$ cat src/rtl/hazard_forward_unit.sv
// Operand-forwarding and load/CSR-use hazard control for the ID/EX boundary of the 5-stage PCPU.
// Tracks the destinations of the EX, MEM and WB stages and registers the EX operand-mux selects.
module hazard_forward_unit #(
    parameter int REG_ADDR_W = 5,
    parameter int CNT_W      = 32
) (
    input  logic                  clk,
    input  logic                  rst,
    input  logic                  id_valid,
    input  logic [REG_ADDR_W-1:0] id_rs1,
    input  logic [REG_ADDR_W-1:0] id_rs2,
    input  logic                  id_use_rs1,
    input  logic                  id_use_rs2,
    input  logic [REG_ADDR_W-1:0] id_rd,
    input  logic                  id_wb_en,
    input  logic [1:0]            id_wb_kind,
    input  logic                  ex_redirect,
    input  logic                  dcache_stall,
    output logic [1:0]            fwd_sel_a,
    output logic [1:0]            fwd_sel_b,
    output logic                  stall_if_id,
    output logic                  bubble_id_ex,
    output logic [CNT_W-1:0]      hazard_stall_cnt
);

    typedef struct packed {
        logic                  valid;
        logic [REG_ADDR_W-1:0] rd;
        logic                  wb_en;
        logic [1:0]            kind;
    } slot_t;

    localparam logic [1:0] KIND_LOAD = 2'b01;
    localparam logic [1:0] KIND_CSR  = 2'b10;
    localparam logic [1:0] KIND_LINK = 2'b11;

    localparam logic [1:0] SEL_RF    = 2'b00;
    localparam logic [1:0] SEL_EXMEM = 2'b01;
    localparam logic [1:0] SEL_MEMWB = 2'b10;
    localparam logic [1:0] SEL_LINK  = 2'b11;

    // Index 0 = ID/EX (S_EX), 1 = EX/MEM (S_MEM), 2 = MEM/WB (S_WB).
    slot_t slots [3];

    logic       ex_slow;
    logic       dep_rs1;
    logic       dep_rs2;
    logic       use_hazard;
    logic       enter;
    slot_t      id_slot;
    logic [1:0] next_sel_a;
    logic [1:0] next_sel_b;

    function automatic logic is_producer(input slot_t s, input logic [REG_ADDR_W-1:0] r);
        is_producer = s.valid && s.wb_en && (s.rd == r) && (r != '0);
    endfunction

    // Nearest producer wins; WB producers are covered by the write-through register file.
    function automatic logic [1:0] select_for(input logic used,
                                              input logic [REG_ADDR_W-1:0] r,
                                              input slot_t ex_s,
                                              input slot_t mem_s);
        logic [1:0] sel;
        sel = SEL_RF;
        if (used) begin
            if (is_producer(ex_s, r)) begin
                sel = (ex_s.kind == KIND_LINK) ? SEL_LINK : SEL_EXMEM;
            end else if (is_producer(mem_s, r)) begin
                sel = SEL_MEMWB;
            end
        end
        select_for = sel;
    endfunction

    always_comb begin
        ex_slow    = (slots[0].kind == KIND_LOAD) || (slots[0].kind == KIND_CSR);
        dep_rs1    = id_use_rs1 && is_producer(slots[0], id_rs1);
        dep_rs2    = id_use_rs2 && is_producer(slots[0], id_rs2);
        use_hazard = id_valid && !ex_redirect && ex_slow && (dep_rs1 || dep_rs2);
        enter      = id_valid && !use_hazard && !ex_redirect;

        id_slot       = '0;
        id_slot.valid = enter;
        id_slot.rd    = id_rd;
        id_slot.wb_en = id_wb_en;
        id_slot.kind  = id_wb_kind;
        if (!enter) begin
            id_slot = '0;
        end

        next_sel_a = enter ? select_for(id_use_rs1, id_rs1, slots[0], slots[1]) : SEL_RF;
        next_sel_b = enter ? select_for(id_use_rs2, id_rs2, slots[0], slots[1]) : SEL_RF;

        stall_if_id  = dcache_stall || use_hazard;
        bubble_id_ex = !dcache_stall && (use_hazard || ex_redirect);
    end

    // Stage boundary: ID -> EX; the whole scoreboard freezes on a D-cache miss.
    always_ff @(posedge clk or posedge rst) begin
        if (rst) begin
            for (int i = 0; i < 3; i++) begin
                slots[i] <= '0;
            end
            fwd_sel_a        <= SEL_RF;
            fwd_sel_b        <= SEL_RF;
            hazard_stall_cnt <= '0;
        end else if (!dcache_stall) begin
            slots[2]         <= slots[1];
            slots[1]         <= slots[0];
            slots[0]         <= id_slot;
            fwd_sel_a        <= next_sel_a;
            fwd_sel_b        <= next_sel_b;
            hazard_stall_cnt <= hazard_stall_cnt + {{(CNT_W-1){1'b0}}, use_hazard};
        end
    end

endmodule

$ cat config.mk
export PLATFORM = sky130hd
export DESIGN_NAME = hazard_forward_unit
export DESIGN_NICKNAME = d
export VERILOG_FILES = /design/src/rtl/hazard_forward_unit.sv
export SDC_FILE = /design/constraint.sdc
export NUM_CORES = 1
export LEC_CHECK = 0
export ABC_AREA = 0
export CAP_MARGIN = 20
export CELL_PAD_IN_SITES_DETAIL_PLACEMENT = 0
export CELL_PAD_IN_SITES_GLOBAL_PLACEMENT = 1
export CORE_MARGIN = 3
export CORE_UTILIZATION = 34
export CTS_CLUSTER_DIAMETER = 40
export DETAILED_ROUTE_END_ITERATION = 10
export HOLD_SLACK_MARGIN = 0.05
export PLACE_DENSITY_LB_ADDON = 0.1
export SYNTH_ARGS = -nofsm -noshare
export SYNTH_HDL_FRONTEND = slang
export SYNTH_SLANG_ARGS = --single-unit
$ cat constraint.sdc
create_clock -name clk -period 2.65 [get_ports clk]
set_input_delay 0.53 -clock clk [delete_from_list [all_inputs] [get_ports clk]]
set_output_delay 0.53 -clock clk [all_outputs]
set_load 0.02 [all_outputs]
=== After elaboration in Yosys (flattened, before gate mapping) ===
Cells that the tools add are included.

* Add/sub/neg operators: 1
* Eq/ne operators: 7
* Mux-type cells: 10
* Reductions and logical operators: 27

{| class="wikitable"
|+ Operator list
! cell !! count
|-
| 32-bit by 1-bit adder with 32-bit output || 1
|-
| 5-bit equality test || 4
|-
| 1-bit logical AND || 18
|-
| 2-bit two-way mux || 9
|-
| 5-bit nonzero test || 2
|-
| 9-bit two-way mux || 1
|-
| 2-bit equality test (second input constant) || 2
|-
| 1-bit logical OR || 4
|-
| 1-bit zero test || 3
|-
| 2-bit by 1-bit equality test with 1-bit output (second input constant) || 1
|}

* Register bits after elaboration: 52
* Input port bits: 25
* Output and inout port bits: 38
* Word-level logic and storage cells: 55

=== Depth between registers and ports, before layout ===
* Depth in word-level cells: 10
* Depth in mapped cells: 11
* Mapped depth without buffers: 11

=== Worst setup path before layout ===
OpenSTA, ideal clock, no wires.

* Path type: input to register
* From: in id_rs2[1]
* To: reg hazard_stall_cnt[26]
* Setup time: 129 ps
* Data arrival time: 2,622 ps
* Required time: 2,521 ps
* Slack: -102 ps
* Stages on the path: 11
* Buffers on the path: 0
* Path through: xnor2_1 -> nand4_1 -> nor4b_1 -> o2111ai_1 -> inv_1 -> ha_1 -> ha_1 -> nand3_1 -> nor3_1 -> nand4_1 -> xnor2_1

* Longest elaborated chain between the ends: 7
* Elaborated cells between the ends (all ways): 8
* Those cells by class: add/sub (1); eq/ne (1); reduce/logical (6)

{| class="wikitable"
|+ RTL lines
! what !! RTL line !! text
|-
| start: declaration || 11 || <nowiki>input logic [REG_ADDR_W-1:0] id_rs2,</nowiki>
|-
| 5-bit equality test || 55 || <nowiki>is_producer = s.valid && s.wb_en && (s.rd == r) && (r != '0);</nowiki>
|-
| 1-bit logical AND || 55 ||
|-
| 1-bit logical AND (*) || 55 ||
|-
| 1-bit logical AND (*) || 78 || <nowiki>dep_rs2 = id_use_rs2 && is_producer(slots[0], id_rs2);</nowiki>
|-
| 1-bit logical OR (*) || 79 || <nowiki>use_hazard = id_valid && !ex_redirect && ex_slow && (dep_rs1 || dep_rs2);</nowiki>
|-
| 1-bit logical AND (*) || 79 ||
|-
| 32-bit by 1-bit adder with 32-bit output (*) || 113 || <nowiki>hazard_stall_cnt <= hazard_stall_cnt + {{(CNT_W-1){1'b0}}, use_hazard};</nowiki>
|-
| end signal: assignment || 113 ||
|-
| end: declaration || 23 || <nowiki>output logic [CNT_W-1:0] hazard_stall_cnt</nowiki>
|}

Mark *: on every way between the ends. The rest lies on a longest branch, timed or not.
A chain may end at the register's enable or synchronous reset.

=== Worst setup path after layout ===
* From: in id_rs2[0]
* To: reg hazard_stall_cnt[29]

The elaborated chain is that of the path after synthesis.

==> results by group <==
Routing
  • WL/cell: between 10 and 15 um
  • Router iterations before antenna repair: 4
  • WL final: 5990 um
  • Via density: 4.76
  • Via count: around 2.0k
  • # DRC: 0
  • Antenna Violating Nets Remaining: 0
  • Iteration-0 DRC Markers: 54

Floorplan
  • Core footprint: between 6000 and 7000 um^2
  • I/O Pins: 63
  • Initial Util: a little over a third
  • Die height: 92.2 um
  • Num rows: 30
  • Die area: approximately 8500 um^2
  • Die Width: 92.2 um

Logic synthesis
  • Top_reg_cell synth: dfrtp_1
  • Ranking of synthesized cells by area: dfrtp_1 51%, xnor2_1 14%, mux2_2 4.5%, a22o_1 3.8%, xor2_1 3.8%
  • Ys Warns: 0
  • Asr flop ratio synth: 100%
  • Seq/Total Area, Yosys: 51.5%
  • Synth Register Bits: 52
  • Synthesized area: around 2500 um^2
  • Post-synth net total: roughly 250
  • Share of the synthesized area in the top cell type: slightly above 50%
  • Syn_area_per_cell: 11.5 um^2
  • Largest area contributor in the netlist: dfrtp_1
  • EDFF count, synth: 0
  • Cells after Synth: ~220
  • Post-synth cell types: 36

Clock network
  • Clk sink count: 52
  • Num CTS Buffers: 5
  • Maximum clock insertion buffer count: 2
  • CTS tree: yes
  • Worst-Skew Late Latency: around 0.30 ns
  • CTS root buf: clkbuf_8
  • H-tree levels: 2
  • Hold-fix buffers at CTS: 0
  • Clock transition at path regs: roughly 0.090 ns

GRT
  • First-pass GRT wire length: between 10000 and 15000 um
  • Vias in the first global route: slightly above 2k
  • GRT Util Overall: 15.2%
  • Total global routing overflow: 0
  • Largest net degree at the start of global routing: 25
  • Initial antenna violation count: 0

Critical path
  • Worst R2R Start: slots[25]
  • R2R Setup Slk: -0.05 ns
  • Critical Path RT: approximately 2.9 ns
  • Reg2reg end: hazard_stall_cnt[29]
  • Crit Path Max Fanout: 5
  • Crit path launch type: input pin
  • Slowest stage cell on the critical path: or4_4
  • CP Class: in -> reg
  • Crit-path cells: dlygate4sd2_1, xnor2_2, nand4_1, nor4b_4, o2111ai_2, inv_2, ha_4, nand3_4, or4_4, nor2_4, xor2_1
  • CP Buf/Inv Count: 2
  • R2r worst-path depth: 10
  • Largest delay contributor family on the critical path: simple AND/OR/NAND/NOR gates
  • Crit path DAT: ~3 ns
  • CP peak stage delay: approximately 0.62 ns
  • Critical path capture point type: flip-flop

Hold path
  • Hold endpoint: hazard_stall_cnt[31]
  • Hold Path Cell Cnt: 1
  • Type of the worst min-delay path: reg -> reg
  • HP Start: hazard_stall_cnt[31]

STA
  • Tmin final: 2.70 ns
  • Setup_tns: -0.168 ns
  • Tightest Pin Transition: just under 0.5 ns
  • Worst hold slack: about 0.50 ns
  • # setup viols final: 6
  • RSZ-0062 raised after global routing: yes
  • Final cycle utilization of the critical path: 102%
  • Max Slew Vio Count: 0
  • Final hold viol count: 0
  • Final clock skew: approximately 0.007 ns
  • Final setup margin: -0.0467 ns
  • F_max: between 300 and 400 MHz
  • Slew margin rel.: between 60% and 70%

Finish
  • Most frequent cells in the layout: 51 x dfrtp_1, 50 x clkdlybuf4s50_1, 40 x buf_4
  • Final core utilization: between 50% and 60%
  • Fin area: roughly 3800 um^2
  • Area grow syn2layout: 49.8%
  • Fillcell total: ~650
  • Fraction of layout cells with a size suffix above 1: just under 30%
  • Most common cell after layout, fill and taps aside: dfrtp_1
  • # diodes: 0
  • Final nets: ~350

Power
  • Gate power share: about 11%
  • Worst VDD drop: between 0.15 and 0.2 mV
  • Pwr per Cell Area: ~400 nW/um^2
  • Cell leakage power: 0.00165 uW
  • Switching Power: roughly 350 uW
  • Seq pwr share: 53.6%
  • Sw Share: a little under a quarter
  • Int Power: around 1200 uW
  • Clock share of power: about a third

Placement
  • Post-DP Area: about 3500 um^2
  • DP HPWL: between 4000 and 5000 um
  • GP Congestion: about 0.8
  • # port buffers: 62

Status
  • Failing checks: setup timing
  • Status: finished, violations left

Flow run
  • Max-cap violations: 0
layout make-up:
cell class                      count  area, um^2  share of cell area [%]
Clock inverter                      2        38.8                    1.02
Clock buffer                        6        72.6                    1.92
Sequential cell                    52        1300                    34.4
Inverter                            6        22.5                   0.595
Tap cell                           96         120                    3.17
Timing Repair Buffer              103         915                    24.2
Multi-Input combinational cell    156        1320                    34.7
metrics by stage:
step | instances | power (uW) | setup slack [ns]
after floorplan | 219 | 917 | 0.00502
after global placement | 400 | 1000 | -0.793
after detailed placement | 400 | 1000 | -0.797
after CTS | 416 | 1570 | -0.000392
after global routing | 421 | 1620 | -0.214
final | 421 | 1550 | -0.0467
worst reg2reg max path: cells and delay by family (launching register included):
| kind | cells | cell delay [ns] |
|---|---|---|
| DFF | 1 | 0.44 |
| buffers and inverters | 1 | 0.11 |
| xor gates and xnor gates | 2 | 0.32 |
| and+or+nand+nor | 5 | 1.40 |
| adders and majority gates | 1 | 0.16 |
| AOI/OAI and AO/OA | 1 | 0.20 |
power by group through the flow:
stage	Sequential (uW)	Combinational, uW	Clock (uW)
after floorplan	839	78.1	0
after global placement	844	161	0
after detailed placement	844	161	0
after CTS	829	168	569
after global routing	833	189	595
final	829	172	546
layer usage:
metal	track usage, %	wire [um]	vias up	part of all wire (%)
met5	0	0	-	0
met4	4.08	64	0	1.1
met3	3.28	258	6	4.3
met2	22.3	2620	45	44
met1	22.7	3040	962	51
li1	-	-	989	-
sequential cells by signal (all words and copies together) (netlist names):
signal            cells
hazard_stall_cnt     32
slots                16
fwd_sel_a             2
fwd_sel_b             2
worst max-delay path by stage:
stage / from / to / slack [ns] / depth (start not counted)
global placement: id_rs2[2] / bubble_id_ex / -0.79 / 7
floorplan: id_rs2[1] / hazard_stall_cnt[25] / 0.005 / 11
detailed placement: id_rs2[1] / bubble_id_ex / -0.80 / 7
CTS: id_rs1[3] / stall_if_id / -0.0004 / 8
finish: id_rs2[0] / hazard_stall_cnt[29] / -0.05 / 11
global route: slots[22] / hazard_stall_cnt[29] / -0.21 / 10
synth_stat cells (all sizes together) (2+ instances only):
cell type and number:
a22o 11, and4 3, buf 2, clkbuf 3, dfrtp 52, ha 3, inv 6, mux2 10
nand2 14, nand2b 2, nand3 11, nand4 14, nand4b 2, nor2 16, nor3 3, or4 5
xnor2 39, xor2 11
kinds of logic after synthesis:
| family | count (synthesis) | share of synthesized area (%) |
|---|---|---|
| DFF | 52 | 51.5 |
| AOI/OAI and AO/OA | 17 | 5.69 |
| adders and majority gates | 3 | 1.49 |
| muxes | 11 | 4.85 |
| buffers and inverters | 11 | 1.98 |
| xor gates and xnor gates | 50 | 17.3 |
| and+or+nand+nor | 75 | 17.2 |
repair_timing:
| action | 4_1_cts | 5_1_grt |
|---|---|---|
| gates resized for setup | 57 | 16 |
| pin swaps | 15 | 12 |
| endpoints found under the hold margin | 0 | 0 |
| buffers inserted | 8 | 6 |
| setup endpoints to repair | 32 | 22 |
Power figures use the tool's default switching activity.
